===== src/rtl/ntt_sdf_ctrl.sv =====
// Sequencer for a chain of SDF NTT/INTT stages: feeds N samples into stage 0,
// collects the last stage's output strobes into write addresses, and watchdogs the drain.
module ntt_sdf_ctrl #(
    parameter int unsigned LOGN       = 8,
    parameter int unsigned DELAY_BRAM = 1,
    parameter int unsigned PIPE_LAT   = 512,
    parameter int unsigned BITREV_OUT = 0
) (
    input  logic            clk,
    input  logic            rst,
    input  logic            go,
    input  logic            intt_mode,
    output logic            busy,
    output logic            done,
    output logic            err,
    output logic            in_rd_en,
    output logic [LOGN-1:0] in_rd_addr,
    output logic            pipe_start,
    output logic            pipe_intt,
    input  logic            pipe_finish,
    output logic            out_wr_en,
    output logic [LOGN-1:0] out_wr_addr
);
    localparam int unsigned WD_LIMIT = PIPE_LAT + (1 << LOGN);
    localparam int unsigned WDW      = $clog2(WD_LIMIT) + 1;

    typedef enum logic [1:0] {S_IDLE, S_FEED, S_DRAIN, S_DONE} state_t;

    state_t          state, state_nxt;
    logic [LOGN-1:0] rd_cnt, wr_cnt, wr_rev;
    logic [WDW-1:0]  wd_cnt;
    logic            accept, active, last_wr, timeout;

    assign accept  = (state == S_IDLE) && go;
    assign active  = (state == S_FEED) || (state == S_DRAIN);
    assign last_wr = pipe_finish && (wr_cnt == '1);
    // The Nth finish takes priority over a watchdog expiry in the same cycle.
    assign timeout = (state == S_DRAIN) && !pipe_finish && (wd_cnt == WDW'(WD_LIMIT - 1));

    always_ff @(posedge clk or posedge rst) begin
        if (rst) state <= S_IDLE;
        else     state <= state_nxt;
    end

    always_comb begin
        state_nxt = state;
        busy      = 1'b0;
        done      = 1'b0;
        in_rd_en  = 1'b0;
        out_wr_en = 1'b0;
        case (state)
            S_IDLE: begin
                if (go) state_nxt = S_FEED;
            end
            S_FEED: begin
                busy      = 1'b1;
                in_rd_en  = 1'b1;
                out_wr_en = pipe_finish;
                if (last_wr)            state_nxt = S_DONE;
                else if (rd_cnt == '1)  state_nxt = S_DRAIN;
            end
            S_DRAIN: begin
                busy      = 1'b1;
                out_wr_en = pipe_finish;
                if (last_wr)      state_nxt = S_DONE;
                else if (timeout) state_nxt = S_IDLE;
            end
            S_DONE: begin
                done      = 1'b1;
                state_nxt = S_IDLE;
            end
            default: state_nxt = S_IDLE;
        endcase
    end

    always_ff @(posedge clk or posedge rst) begin
        if (rst) begin
            rd_cnt    <= '0;
            wr_cnt    <= '0;
            wd_cnt    <= '0;
            pipe_intt <= 1'b0;
            err       <= 1'b0;
        end else if (accept) begin
            rd_cnt    <= '0;
            wr_cnt    <= '0;
            wd_cnt    <= '0;
            pipe_intt <= intt_mode;
            err       <= 1'b0;
        end else begin
            if (state == S_FEED) rd_cnt <= rd_cnt + 1'b1;
            if (out_wr_en)       wr_cnt <= wr_cnt + 1'b1;
            if (active && pipe_finish)
                wd_cnt <= '0;
            else if ((state == S_DRAIN) && (wd_cnt != '1))
                wd_cnt <= wd_cnt + 1'b1;
            if (timeout) err <= 1'b1;
        end
    end

    generate
        if (DELAY_BRAM == 0) begin : g_nodly
            assign pipe_start = in_rd_en;
        end else begin : g_dly
            // Matches the input-memory read latency so pipe_start lines up with read data.
            logic [DELAY_BRAM-1:0] start_sr;
            always_ff @(posedge clk or posedge rst) begin
                if (rst) begin
                    start_sr <= '0;
                end else begin
                    start_sr[0] <= in_rd_en;
                    for (int unsigned i = 1; i < DELAY_BRAM; i++)
                        start_sr[i] <= start_sr[i-1];
                end
            end
            assign pipe_start = start_sr[DELAY_BRAM-1];
        end
    endgenerate

    always_comb begin
        wr_rev = '0;
        for (int unsigned i = 0; i < LOGN; i++)
            wr_rev[i] = wr_cnt[LOGN-1-i];
    end

    assign in_rd_addr  = rd_cnt;
    assign out_wr_addr = (BITREV_OUT != 0) ? wr_rev : wr_cnt;

endmodule


===== config.mk =====
export PLATFORM = sky130hd
export DESIGN_NAME = ntt_sdf_ctrl
export DESIGN_NICKNAME = d
export VERILOG_FILES = /design/src/rtl/ntt_sdf_ctrl.sv
export SDC_FILE = /design/constraint.sdc
export NUM_CORES = 1
export LEC_CHECK = 0
export ABC_AREA = 1
export CAP_MARGIN = 10
export CORE_AREA = 4 4 66 68
export DETAILED_ROUTE_END_ITERATION = 10
export DIE_AREA = 0 0 70 72
export GPL_TIMING_DRIVEN = 0
export HOLD_SLACK_MARGIN = 0.08
export PLACE_DENSITY_LB_ADDON = 0.1
export REMOVE_ABC_BUFFERS = 1
export SYNTH_ARGS = -nofsm -noshare
export SYNTH_HDL_FRONTEND = slang
export SYNTH_SLANG_ARGS = --single-unit

===== constraint.sdc =====
create_clock -name clk -period 1.4 [get_ports clk]
set_input_delay 0.14 -clock clk [delete_from_list [all_inputs] [get_ports clk]]
set_output_delay 0.14 -clock clk [all_outputs]
set_load 0.05 [all_outputs]

== Word level (Yosys, flattened, before mapping) ==
Index checks and enable logic that the tools add are counted.
Storage, ports and cells
  flip-flop bits (word level): 32
  word-level logic and storage cells: 54
Cells by class
  add/subtract/negate cells: 3
  equal/unequal tests: 10
  mux-type cells: 19
  reductions and logical operators: 15
Operator list (count)
  $mux W11: 3
  $mux W8: 4
  $add A8 B1 Y8 const B: 2
  $eq A8 B8 Y1 const B: 2
  $add A11 B1 Y11 const B: 1
  $eq A11 B10 Y1 const B: 1
  $ne A11 B11 Y1 const B: 1
  $mux W2: 5
  $pmux W2 S4: 1
  $logic_and A1 B1 Y1: 6
  $mux W1: 6
  $ne A3 B3 Y1 const B: 2
  $reduce_bool A2 Y1: 3
  $eq A2 B2 Y1 const B: 2
  $reduce_and A3 Y1: 1
  $reduce_bool A3 Y1: 1
  $eq A2 B1 Y1 const B: 1
  $logic_not A2 Y1: 1
  $ne A2 B2 Y1 const B: 1
  $reduce_or A2 Y1: 1
  $logic_not A1 Y1: 1
  $logic_or A1 B1 Y1: 1

== Longest topological paths before layout ==
  word-level depth: 6
  mapped depth: 10
  gate-level depth less buffers: 9

== Least setup slack after synthesis ==
No wires, ideal clock.
  kind: register -> register
  start: reg state[1]
  end: reg wr_cnt[4], in the netlist out_wr_addr[4]
  library setup time: 0.094 ns
  arrival time: 1.973 ns
  path slack: -0.667 ns
  cell stages (with the launch flop): 9
  clock period less this slack: 2.067 ns
  cell sequence: dfrtp_1 -> inv_1 -> ha_1 -> nand2_1 -> inv_2 -> nand3_1 -> inv_2 -> a21oi_1 -> a211oi_1
Between the ends
  cells in the longest elaborated chain, start to end: 4
  elaborated cells on any way between the ends: 8
Ends and longest elaborated chain
  from (decl): line 29  | state_t state, state_nxt;
  from (signal assigned): line 42  | else state <= state_nxt;
  $eq A2 B1 Y1 or $eq A2 B2 Y1 (tied branches): line 51  | case (state)
  $reduce_or A2 Y1 (no line) *
  $mux W1 *: line 51
  net out_wr_en: line 21  | output logic out_wr_en,
  $reduce_bool A2 Y1 (no line) *
  to (signal assigned): line 91  | if (out_wr_en) wr_cnt <= wr_cnt + 1'b1;
  to (decl): line 30  | logic [LOGN-1:0] rd_cnt, wr_cnt, wr_rev;
Mark *: on every way through the listed nets, which the timed path passes. The rest lies on a longest branch.
A chain may end at the register's enable or synchronous reset.

== Final worst setup path ==
  start: reg state[1]
  end: out out_wr_en
Between the ends
  cells in the longest elaborated chain, start to end: 3
  elaborated cells on any way between the ends: 4
Ends and longest elaborated chain (line)
  $eq A2 B1 Y1 or $eq A2 B2 Y1 (tied branches): 51
  $reduce_or A2 Y1 (no line) *
  $mux W1 *: 51
  to (decl): 21
Mark *: on every way between the ends. The rest lies on a longest branch, timed or not.

==> reports/summary.md <==
The length of the first detailed-routing pass in iterations was 4; the proportion of synthesized chip area in sequential cells was 45.0%. For this configuration, the core starts out at a cell density of 46.2%. The number of gates on the worst path with buffers counted is 5. The clock edge transition at the registers on the reported setup and hold paths is 0.07 ns, and the largest net degree at the start of global routing is 19.

VDD sags by at most 0.00107 V. The post-layout minimum cycle time is 1.51 ns, and the detail-routed net length per standard cell is 13.6 um. In the final design database the tool counted 302 nets. The CTS H-tree depth is 2, and the register-to-register setup slack is -0.05 ns. The repair_antennas step left the layout with diodes totalling 0. Headroom to the max-slew limit came out at 55.3%. The run gives 0 as the initial antenna violation count. TritonCTS built the clock tree. For the total routing resource utilization after global routing, the log shows 18.8%. The path category of the worst min-delay check was input port to async pin. After detailed routing, the number of vias per cell comes to 5.05. The tree is rooted in a sky130_fd_sc_hd__clkbuf_8. The number of global-route vias before repair was 1686.

Summing every instance area after synthesis gives 0.00178 mm2. The HPWL after detailed placement was 2900 um; the die height was 72 um. The finished layout holds 339 standard cells, fillers aside. In the post-synthesis netlist, the cell with the most instances is sky130_fd_sc_hd__nand2_1.

The signal on the critical path passes through inv_2, ha_4, nand2_8, inv_8, buf_8. For the routability congestion estimate, the log shows 0.849. The slew at the pin closest to its max-slew limit was 0.670 ns; the critical-path maximum fanout was 4. Number of cells in the design after placement: 303. Measured along the x axis, the die boundary spans 70 um. Summing over every cut layer, the via total after detailed routing is 1713. The floorplan core area is 0.00386 mm2. By area the synthesized netlist is led by sky130_fd_sc_hd__dfrtp_1 (45%), sky130_fd_sc_hd__nand2_1 (11%), sky130_fd_sc_hd__inv_1 (5.9%). For the iteration-0 DRC count of the detailed router, the log shows 62. For this design the top-level I/O count stands at 28. The run gives 0.00268 mm2 as the final design area excluding fillers. The clock passes through at most 2 buffers. Yosys printed 0 warnings. The post-layout utilization of the core is 69.6%.

For this run, asynchronously set or reset flops after synthesis account for 100%. For the number of distinct library cells after synthesis, the log shows 24. Dividing total power by cell area gives a power density of 1850 mW/mm2.

The run gives -0.114 ns as the post-layout worst setup margin. The critical path is of the flop to output pin type. Setup repair after global routing could not meet its margin everywhere. The checks that failed: setup timing.

The tools report the startpoint kind of the worst setup timing path as a flop. After floorplanning, the core was divided into 23 placement rows. STA puts the critical path data arrival time at 1.37 ns. Together, buffers and inverters on the worst path number 3.

The final count of pins violating max slew is 0. The post-detailed-routing wire length was 4610 um. The area growth from synthesis to layout is 50.7%.

Counting flops and latches in the post-synthesis netlist gives 32. The number of hold buffers added after CTS came out at 0. Summed over all cells, the static leakage comes to 1.26 nW. The count of nets left with antenna violations once routing finished came out at 0. In this run, synthesis inferred 0 flip-flops with an integrated enable. Gate family responsible for the most delay along the worst path: flip-flops. The run finished, with violations left. The highest clock rate came out at 661 MHz. Top cell type by total area after synthesis: sky130_fd_sc_hd__dfrtp_1.

Clock tree synthesis found a total of 32 sinks. The placed instances occupy a cell area of 0.00213 mm2. Counting instances in the post-synthesis netlist gives the leading cell types as sky130_fd_sc_hd__nand2_1 (54), sky130_fd_sc_hd__dfrtp_1 (32), sky130_fd_sc_hd__inv_1 (28), sky130_fd_sc_hd__a21oi_1 (18), sky130_fd_sc_hd__nor2_1 (17). Slowest cell on the critical path: sky130_fd_sc_hd__dfrtp_1. The number of port buffers was 27; the number of buffers created by CTS was 5. The number of hold violations in the final report was 0; the synthesized instance count was 227. STA classifies the critical path endpoint as an output pin.

Dividing the synthesized area by the synthesized cell count gives 7.84 um2. After global routing the overflow that remains totals 0. The clock reaches the later pin of the worst-skew pair after 0.28 ns. The remaining design rule violation count is 0, and the share of the clock period used by the worst path is 108%. The count of max-cap constraint violations came out at 0. The number of cells on the worst reg-to-reg path is 9, and the area share of the largest cell type after synthesis is 45.0%. Setup violations remaining at the end of the flow were counted as 15. In this design, the stage delay of the slowest critical-path cell is 0.39 ns.

The required arrival time at the worst endpoint was 1.26 ns; the floorplan die area was 0.00504 mm2. The clock arrives with 0.00357 ns of skew. For this run, the leading register cell type out of synthesis is sky130_fd_sc_hd__dfrtp_1. The share of cells above drive strength 1 was 34.9%; the first-pass GRT wire length was 7470 um.
## through the flow
step                      setup slack (ns)  power, mW  TNS [ns]  hold slack [ns]
after floorplan                     -0.667       2.70    -10.13            0.250
after global placement              -0.669       3.27    -20.80            0.478
after detailed placement            -0.668       3.28    -13.50            0.477
after CTS                           -0.134       4.57    -0.379            0.266
after global routing                -0.165       5.28     -2.14            0.312
final                               -0.114       4.96    -0.448            0.248
## state kept, by name, indices dropped and copies added, names as in the netlist
register,cells
err,1
state,2
pipe_start,1
pipe_intt,1
wd_cnt,11
out_wr_addr,8
in_rd_addr,8
## metal layers
layer  global-route usage [%]  vias up  share of wire, %
met5                        0        -                 0
met4                     8.94        0               1.9
met3                     4.16        8               3.4
met2                     31.7       35                51
met1                     23.0      807                43
li1                         -      863                 -
## worst reg2reg max path, stage by stage, from the launching register on
cell and delay [ns]:
sky130_fd_sc_hd__dfrtp_1 0.39, sky130_fd_sc_hd__buf_4 0.18, sky130_fd_sc_hd__ha_4 0.14, sky130_fd_sc_hd__inv_1 0.05
sky130_fd_sc_hd__nor2_1 0.11, sky130_fd_sc_hd__nand4_1 0.16, sky130_fd_sc_hd__nand3_2 0.12, sky130_fd_sc_hd__nand3_1 0.09
sky130_fd_sc_hd__nand2_1 0.07, sky130_fd_sc_hd__nand2_1 0.04
## cell families (layout without fill, tap and decap cells)
family                   after synthesis  in the layout  synth area share [%]
adder cells (fa/ha/maj)                8              8                  5.62
XOR/XNOR                               3              3                  1.48
buffers and inverters                 37             99                  7.87
flip-flops                            32             32                  45.0
AND/OR/NAND/NOR                      110            110                  29.2
AO/OA/AOI/OAI                         37             37                  10.8
## placed cells by master, fill, tap and decap left out, types with 4 or more instances in the layout
cell type	netlist	routed
sky130_fd_sc_hd__a21oi_1	18	14
sky130_fd_sc_hd__a21oi_2	0	4
sky130_fd_sc_hd__buf_4	0	26
sky130_fd_sc_hd__buf_8	0	4
sky130_fd_sc_hd__clkbuf_2	0	9
sky130_fd_sc_hd__clkbuf_8	0	5
sky130_fd_sc_hd__clkdlybuf4s50_1	0	4
sky130_fd_sc_hd__dfrtp_1	32	32
sky130_fd_sc_hd__dlygate4sd2_1	0	6
sky130_fd_sc_hd__ha_4	0	5
sky130_fd_sc_hd__inv_1	28	25
sky130_fd_sc_hd__nand2_1	54	46
sky130_fd_sc_hd__nand2_2	0	4
sky130_fd_sc_hd__nand2_4	2	5
sky130_fd_sc_hd__nand3_1	14	10
sky130_fd_sc_hd__nand4_1	8	8
sky130_fd_sc_hd__nor2_1	17	13
sky130_fd_sc_hd__nor2_4	2	4
sky130_fd_sc_hd__nor3_1	10	4
sky130_fd_sc_hd__nor3_2	1	5
sky130_fd_sc_hd__o21ai_0	8	6
sky130_fd_sc_hd__o21ai_1	7	8
## report_power, final
| group | switching, mW | internal, mW | leakage, nW |
|---|---|---|---|
| Combinational | 1.78 | 1.22 | 0.785 |
| Sequential | 0.181 | 1.10 | 0.434 |
| Clock | 0.339 | 0.338 | 0.0410 |
| Total | 2.30 | 2.66 | 1.26 |
## cell type report
class / instances / area, um2
Fill cell: 298 / 1170
Multi-Input combinational cell: 158 / 1090
Sequential cell: 32 / 801
Timing Repair Buffer: 57 / 497
Inverter: 35 / 155
Clock buffer: 6 / 72.6
Tap cell: 50 / 62.6
Clock inverter: 1 / 5.00
## worst paths after layout
check	startpoint	end
max in group asynchronous	rst	wd_cnt[8]
min in group clk	intt_mode	pipe_intt
min reg2reg	pipe_intt	pipe_intt
max reg2reg	state[1]	state[1]
min	rst	pipe_intt
max	state[1]	out_wr_en
## what timing repair did
action | CTS | global route
buffers inserted | 22 | 8
endpoints found under the setup margin | 54 | 38
gates resized for setup | 86 | 56
hold endpoints to repair | 0 | 0
pin swaps | 11 | 18
Power figures use the tool's default switching activity.
